==> src/rtl/perf_pkg.sv <==
// Shared types and defaults for the performance counter bank.
// No logic; constants and the index-width helper only.
// No flow control.
package perf_pkg;

    typedef enum logic {
        PERF_LEVEL = 1'b0,
        PERF_EDGE  = 1'b1
    } perf_mode_e;

    localparam int PERF_WIDTH_DEFAULT  = 16;
    localparam int PERF_NUM_CH_DEFAULT = 8;

    // Index ports need at least one bit even for a single-channel bank.
    function automatic int idx_w(input int n);
        return (n <= 2) ? 1 : $clog2(n);
    endfunction

endpackage

==> src/rtl/perf_counter_lane.sv <==
// One event counter channel: level/edge counting, clear, sticky overflow.
// Count updates on the edge after the qualifying event; no pipeline.
// No backpressure; freeze suppresses increments but still tracks the event.
module perf_counter_lane
    import perf_pkg::*;
#(
    parameter int WIDTH    = PERF_WIDTH_DEFAULT,
    parameter bit SATURATE = 1'b0
) (
    input  logic             clk,
    input  logic             reset,
    input  logic             evt,
    input  perf_mode_e       mode,
    input  logic             freeze,
    input  logic             clear,
    output logic [WIDTH-1:0] count,
    output logic             ovf
);

    logic prev_evt;
    logic inc;
    logic at_max;

    assign inc    = ~freeze & ((mode == PERF_EDGE) ? (evt & ~prev_evt) : evt);
    assign at_max = &count;

    // Tracked even while frozen so an edge during freeze is consumed, not deferred.
    always_ff @(posedge clk) begin
        if (reset) begin
            prev_evt <= 1'b0;
        end else begin
            prev_evt <= evt;
        end
    end

    always_ff @(posedge clk) begin
        if (reset || clear) begin
            count <= '0;
        end else if (inc) begin
            if (!at_max) begin
                count <= count + {{(WIDTH-1){1'b0}}, 1'b1};
            end else if (!SATURATE) begin
                count <= '0;
            end
        end
    end

    always_ff @(posedge clk) begin
        if (reset || clear) begin
            ovf <= 1'b0;
        end else if (inc && at_max) begin
            ovf <= 1'b1;
        end
    end

endmodule

==> src/rtl/perf_counter_bank.sv <==
// Bank of NUM_CH event counters with clear decode and a registered indexed read.
// Read port: one cycle from rd_idx to rd_count/rd_ovf; ovf vector is direct.
// No backpressure; events are sampled every cycle unless frozen.
module perf_counter_bank
    import perf_pkg::*;
#(
    parameter int WIDTH    = PERF_WIDTH_DEFAULT,
    parameter int NUM_CH   = PERF_NUM_CH_DEFAULT,
    parameter bit SATURATE = 1'b0,
    parameter int IDX_W    = idx_w(NUM_CH)
) (
    input  logic              clk,
    input  logic              reset,
    input  logic [NUM_CH-1:0] event_in,
    input  logic [NUM_CH-1:0] edge_mode,
    input  logic              freeze,
    input  logic              clr,
    input  logic [IDX_W-1:0]  clr_idx,
    input  logic              clr_all,
    input  logic [IDX_W-1:0]  rd_idx,
    output logic [WIDTH-1:0]  rd_count,
    output logic              rd_ovf,
    output logic [NUM_CH-1:0] ovf
);

    logic [WIDTH-1:0]  count_arr [NUM_CH];
    logic [NUM_CH-1:0] clr_hit;
    logic [WIDTH-1:0]  rd_count_nxt;
    logic              rd_ovf_nxt;

    for (genvar i = 0; i < NUM_CH; i++) begin : g_lane
        // Out-of-range clr_idx never matches any lane.
        assign clr_hit[i] = clr_all | (clr & (clr_idx == IDX_W'(i)));

        perf_counter_lane #(
            .WIDTH    (WIDTH),
            .SATURATE (SATURATE)
        ) u_lane (
            .clk    (clk),
            .reset  (reset),
            .evt    (event_in[i]),
            .mode   (perf_mode_e'(edge_mode[i])),
            .freeze (freeze),
            .clear  (clr_hit[i]),
            .count  (count_arr[i]),
            .ovf    (ovf[i])
        );
    end

    always_comb begin
        rd_count_nxt = '0;
        rd_ovf_nxt   = 1'b0;
        for (int i = 0; i < NUM_CH; i++) begin
            if (rd_idx == IDX_W'(i)) begin
                rd_count_nxt = count_arr[i];
                rd_ovf_nxt   = ovf[i];
            end
        end
    end

    always_ff @(posedge clk) begin
        if (reset) begin
            rd_count <= '0;
            rd_ovf   <= 1'b0;
        end else begin
            rd_count <= rd_count_nxt;
            rd_ovf   <= rd_ovf_nxt;
        end
    end

endmodule

==> config.mk <==
export PLATFORM = sky130hd
export DESIGN_NAME = perf_counter_bank
export DESIGN_NICKNAME = d
export VERILOG_FILES = /design/src/rtl/perf_pkg.sv /design/src/rtl/perf_counter_lane.sv /design/src/rtl/perf_counter_bank.sv
export SDC_FILE = /design/constraint.sdc
export NUM_CORES = 1
export LEC_CHECK = 0
export BUFFER_PORTS_ARGS = -buffer_cell sky130_fd_sc_hd__clkbuf_2
export CAP_MARGIN = 0
export CORE_ASPECT_RATIO = 0.75
export CORE_MARGIN = 3
export CORE_UTILIZATION = 51
export DETAILED_ROUTE_END_ITERATION = 16
export PLACE_DENSITY = 0.68
export SYNTH_ARGS = -nofsm -noshare
export SYNTH_HDL_FRONTEND = slang
export SYNTH_SLANG_ARGS = --single-unit
==> constraint.sdc <==
create_clock -name clk -period 1.7 [get_ports clk]
set_input_delay 0.17 -clock clk [delete_from_list [all_inputs] [get_ports clk]]
set_output_delay 0.17 -clock clk [all_outputs]
set_load 0.03 [all_outputs]
Word level (Yosys, flattened, before mapping)
Cells that the tools add are included.
{ "classes": {"addsub": 8, "n_mul": 0, "div_mod_pow": 0, "order_cmp": 0, "eq_ne": 14, "shifts": 0, "n_mux": 32, "bitwise_logic": 41, "reduce_logical": 26} }
{ "op_table": {"columns": ["op", "count"], "rows": [
  ["$mux 16", 16],
  ["$add 16x1->16 const B", 8],
  ["$reduce_and 16->1", 8],
  ["$and 1x1->1", 24],
  ["$eq 3x3->1 const B", 8],
  ["$mux 1", 16],
  ["$eq 3x2->1 const B", 4],
  ["$not 1->1", 9],
  ["$logic_and 1x1->1", 8],
  ["$logic_or 1x1->1", 8],
  ["$or 1x1->1", 8],
  ["$eq 3x1->1 const B", 2],
  ["$logic_not 3->1", 2]
]} }
{ "totals": {"reg_bits": 161, "latch_bits": 0, "mem_bits_rw": 0, "romBits": 0, "in_bits": 27, "output_inout_bits": 25, "word_cells": 147, "mem_count": 0} }

Depth between registers and ports, before layout
{ "depth": {"word_depth": 9, "depth_mapped": 7, "ltp_nobuf": 5} }

Modules after synthesis
Synthesis repeated with hierarchy kept, for this count alone.
{ "unflattened": {"cells_unflattened": 993, "hier_area_um2": 8898.5} }
{ "by_module_without_submodules": {"columns": ["module", "n_inst", "cells_each", "area_each_um2", "seq_area_each_um2"], "rows": [
  ["perf_counter_lane", 8, 97, 874.6, 360.3],
  ["perf_counter_bank", 1, 217, 1901.8, 340.3]
]} }

Worst setup path after synthesis
No wires, ideal clock.
{ "synth_timing": {"path_type": "reg-to-reg", "startpoint": "reg g_lane[6].u_lane.count[0]", "endpoint": "reg g_lane[6].u_lane.count[3]", "setup_ns": 0.137, "arrival_time_ns": 1.438, "t_required_ns": 1.563, "path_slack_ns": 0.125, "stages_incl_launch_ff": 7, "path_buffers": 1, "period_less_slack_ns": 1.575, "cell_sequence": "dfxtp_1 ha_1 and2_1 nand3_1 clkbuf_1 o31ai_2 nor2_1"} }
{ "synth_via": {"elab_chain_cells": 2, "word_cells_on_any_way": 3, "classes_between": "add/sub (1); mux (1); reduce/logical (1)"} }
{ "synth_lines": {"columns": ["element", "line", "text"], "rows": [
  ["from (decl)", "perf_counter_lane.sv:16", "output logic [WIDTH-1:0] count,"],
  ["from (signal assigned)", "perf_counter_lane.sv:41", "count <= count + {{(WIDTH-1){1'b0}}, 1'b1};"],
  ["$add 16x1->16 / $reduce_and 16->1 (equally long branches)", "perf_counter_lane.sv:41, perf_counter_lane.sv:25", null],
  ["$mux 16 (*)", "perf_counter_lane.sv:40", "if (!at_max) begin"]
]} }
Every way passes the cells marked *; elsewhere a longest branch is shown, timed or not.
A chain may end at the register's enable or synchronous reset.

Final worst setup path
{ "layout_timing": {"startpoint": "reg g_lane[5].u_lane.count[1]", "endpoint": "reg g_lane[5].u_lane.count[12]"} }
{ "layout_via": {"elab_chain_cells": 2, "word_cells_on_any_way": 3, "classes_between": "add/sub (1); mux (1); reduce/logical (1)"} }
{ "layout_lines": {"columns": ["element", "line"], "rows": [
  ["from (decl)", "perf_counter_lane.sv:16"],
  ["from (signal assigned)", "perf_counter_lane.sv:41"],
  ["$add 16x1->16 / $reduce_and 16->1 (equally long branches)", "perf_counter_lane.sv:41, perf_counter_lane.sv:25"],
  ["$mux 16 (*)", "perf_counter_lane.sv:40"]
]} }
Marks and branches as above.

==> results.json <==
{
  "slew_headroom_pct": 63.5,
  "antenna_left": 0,
  "fin_area_mm2": 0.0106,
  "final_max_slew_viol_count": 0,
  "htreeDepth": 4,
  "die_h_um": 119,
  "cellLeakagePower_uw": 0.00378,
  "insertion_delay_ns": 0.44,
  "dieArea_mm2": 0.0186,
  "drtIter0Drc": 886,
  "synth_cells": 980,
  "path_depth": 6,
  "syn_to_final_growth_pct": 22.8,
  "timing.critical_path.max_delay_family": "simple AND/OR/NAND/NOR gates",
  "cts_tree": "built",
  "post-dp-hpwl_um": 18800,
  "via_per_inst": 6.17,
  "async_reset_ff_share_pct": 0,
  "wl_per_cell_um": 19.0,
  "vias": 8285,
  "rsz0062_at_grt": "true",
  "grt_util_met2_pct": 36.9,
  "power_uw": 8760,
  "synth_flop_cell": "dfxtp_1",
  "critPathKind": "register to register",
  "synth.top_cell.area_share_pct": 37.3,
  "cap_viol_max_count": 0,
  "max-vdd-ir-drop_uv": 477,
  "nNetsFinal": 1155,
  "worstMarginPinSlew_ns": 0.540,
  "die_w_um": 156,
  "grt_use_met1_pct": 42.0,
  "startpoint": "g_lane[5].u_lane.count[1]",
  "gp_congestion": 0.936,
  "routed_wl_um": 25500,
  "reg2reg_from": "g_lane[5].u_lane.count[1]",
  "synth.area.top_cells": "dfxtp_1 37%, a21oi_1 4.3%, mux2_2 3.4%, o31ai_1 3.4%, nand2_1 3.3%",
  "yosysMostFrequentCell": "dfxtp_1",
  "start_util_pct": 53.0,
  "drive_gt1_share_pct": 25.3,
  "insertedDiodeCount": 0,
  "avgSynthCellArea_um2": 8.82,
  "fin_util_pct": 65.1,
  "grt_pass1_vias": 7208,
  "setup_violations": 0,
  "drc": 0,
  "syn_nets": 1015,
  "rows": 40,
  "synthesis.area_mm2": 0.00865,
  "overflow": 0,
  "powerDensity_mw_per_mm2": 825,
  "status": "finished, final reports clean",
  "worstSetupStartpointType": "register",
  "synth-seq-cells": 161,
  "r2r_cells": 6,
  "r2r_slack_ns": 0.04,
  "crit_slowest_cell": "or4_1",
  "core_mm2": 0.0163,
  "clock-sinks": 161,
  "crit_buf_inv": 1,
  "crit_fanout": 12,
  "cts_root_buf": "clkbuf_16",
  "top_usage_layer": "met1",
  "period_minus_slack_ns": 1.66,
  "synth_warnings": 0,
  "worst-endpoint-required_ns": 2.06,
  "n_fill_cell": 1377,
  "io_pins": 52,
  "met3_usage_pct": 6.37,
  "dp_cells": 1300,
  "timing.critical_path.to": "g_lane[5].u_lane.count[12]",
  "dpl_cell_area_mm2": 0.00975,
  "path_cells": "ha_2 -> nand2_1 -> nand4b_1 -> buf_4 -> or4_1 -> a21oi_1",
  "skew_ns": 0.0112,
  "antenna_found_initial": 0,
  "synth_cell_types": 69,
  "synth_top_area_cell": "dfxtp_1",
  "hold_path_class": "input pin to register",
  "grt_pass1_wl_um": 39600,
  "numCtsBuffers": 17,
  "finalCritPeriodShare_pct": 97.5,
  "critPathCaptureType": "register",
  "path_clk_slew_ns": 0.07,
  "crit_arrival_ns": 2.02,
  "synth_commonest_cells": "161 x dfxtp_1, 76 x nand2_1, 74 x a21oi_1, 62 x nor2_1, 50 x o21ai_0",
  "grt_max_degree": 28,
  "synth-edff-count": 0,
  "hold_viol": 0,
  "first_pass_iters": 5,
  "clockBufferDepth": 2,
  "timing.rr.end": "g_lane[5].u_lane.count[12]",
  "layout.cells.non_filler": 1343,
  "grt_usage_pct": 27.1,
  "crit_path_max_incr_delay_ns": 0.41,
  "timing.fmax_mhz": 603,
  "synth_seq_area_share_pct": 37.3,
  "port_buffers": 51
}
## state kept, by name, summed over array words and instances (netlist names)
register                cells
g_lane.u_lane.prev_evt      8
g_lane.u_lane.count       128
g_lane.u_lane.ovf           8
rd_count                   16
rd_ovf                      1
## final cells by class
type | count | area [um2] | share of cell area [%]
inverters | 20 | 75.1 | 0.707
well taps | 210 | 263 | 2.47
multi-input cells | 745 | 5130 | 48.4
clock inverters | 11 | 199 | 1.87
clock buffers | 21 | 480 | 4.53
repair buffers | 175 | 1230 | 11.6
flip-flops and latches | 161 | 3230 | 30.4
## logic make-up (layout without fill, tap and decap cells)
group	count (synthesis)	count (layout)	share of synthesized area (%)
AOI/OAI and AO/OA	234	234	17.5
xor gates and xnor gates	38	38	3.85
adders and majority gates	8	8	1.16
buffers and inverters	74	227	4.24
DFF	161	161	37.3
muxes	57	57	8.90
and+or+nand+nor	408	408	27.1
## worst register-to-register path, delay by kind of cell, from the launching register on
family / cells / cell delay, ns
simple gates: 3 / 0.63
flops: 1 / 0.38
fa+ha+maj: 1 / 0.23
buf+inv: 1 / 0.20
compound gates: 1 / 0.15
## layer usage
layer | vias to the layer above | wire length (um)
met5 | - | 0
met4 | 0 | 396
met3 | 26 | 2570
met2 | 371 | 10500
met1 | 3886 | 12000
li1 | 4002 | -
## where the power goes
group          total [uW]  internal (uW)  leakage (uW)  switching [uW]
Combinational         538            212       0.00215             326
Clock                4410           2780      0.000323            1630
Sequential           3810           3800       0.00130            12.3
## metrics by stage
stage | hold WS (ns) | setup slack [ns] | setup TNS (ns)
after floorplan | 0.298 | 0.125 | 0
after global placement | 0.401 | 0.0169 | 0
after detailed placement | 0.403 | -0.0439 | -0.148
after CTS | 0.00155 | 0.00472 | 0
after global routing | 0.108 | -0.0315 | -0.115
final | 0.0936 | 0.0422 | 0
## layout by cell type (no fill, tap or decap), drive strengths merged, types with 4 or more instances in the layout
cell / netlist / layout
mux2i: 18 / 18
a22oi: 10 / 10
or4: 33 / 33
nor2b: 16 / 16
a221oi: 10 / 10
a21oi: 75 / 75
buf: 40 / 116
and4: 21 / 21
mux4: 13 / 13
o21ai: 53 / 53
nand2: 76 / 76
and2: 18 / 18
o22ai: 14 / 14
bufinv: 0 / 5
dfxtp: 161 / 161
nand3: 47 / 47
dlygate4sd3: 0 / 8
o21a: 7 / 7
nor2: 63 / 63
xor2: 29 / 29
nand4: 47 / 47
nand2b: 5 / 5
nor4: 4 / 4
nor3: 9 / 9
ha: 8 / 8
o31ai: 44 / 44
or3: 35 / 35
xnor2: 9 / 9
and3: 19 / 19
inv: 20 / 22
clkbuf: 14 / 72
a41oi: 4 / 4
mux2: 26 / 26
## timing repair
action                                  CTS  global route
buffers inserted                          0             3
gates cloned                              0             0
endpoints found under the setup margin    1            55
hold endpoints to repair                  7             1
pin swaps                                 0             2
resized for setup                         1            26
hold buffers                              7             1
## worst min path at each step
stage                            from                         to  slack (ns)  cells after the start
final                           reset  g_lane[3].u_lane.prev_evt        0.09                      3
after global routing            reset  g_lane[2].u_lane.prev_evt        0.11                      3
after CTS                 event_in[4]  g_lane[4].u_lane.prev_evt       0.002                      2
after detailed placement  event_in[7]  g_lane[7].u_lane.prev_evt        0.40                      2
after global placement    event_in[5]  g_lane[5].u_lane.prev_evt        0.40                      2
after floorplan           event_in[0]  g_lane[0].u_lane.prev_evt        0.30                      1
(Power assumes the default switching activity.)
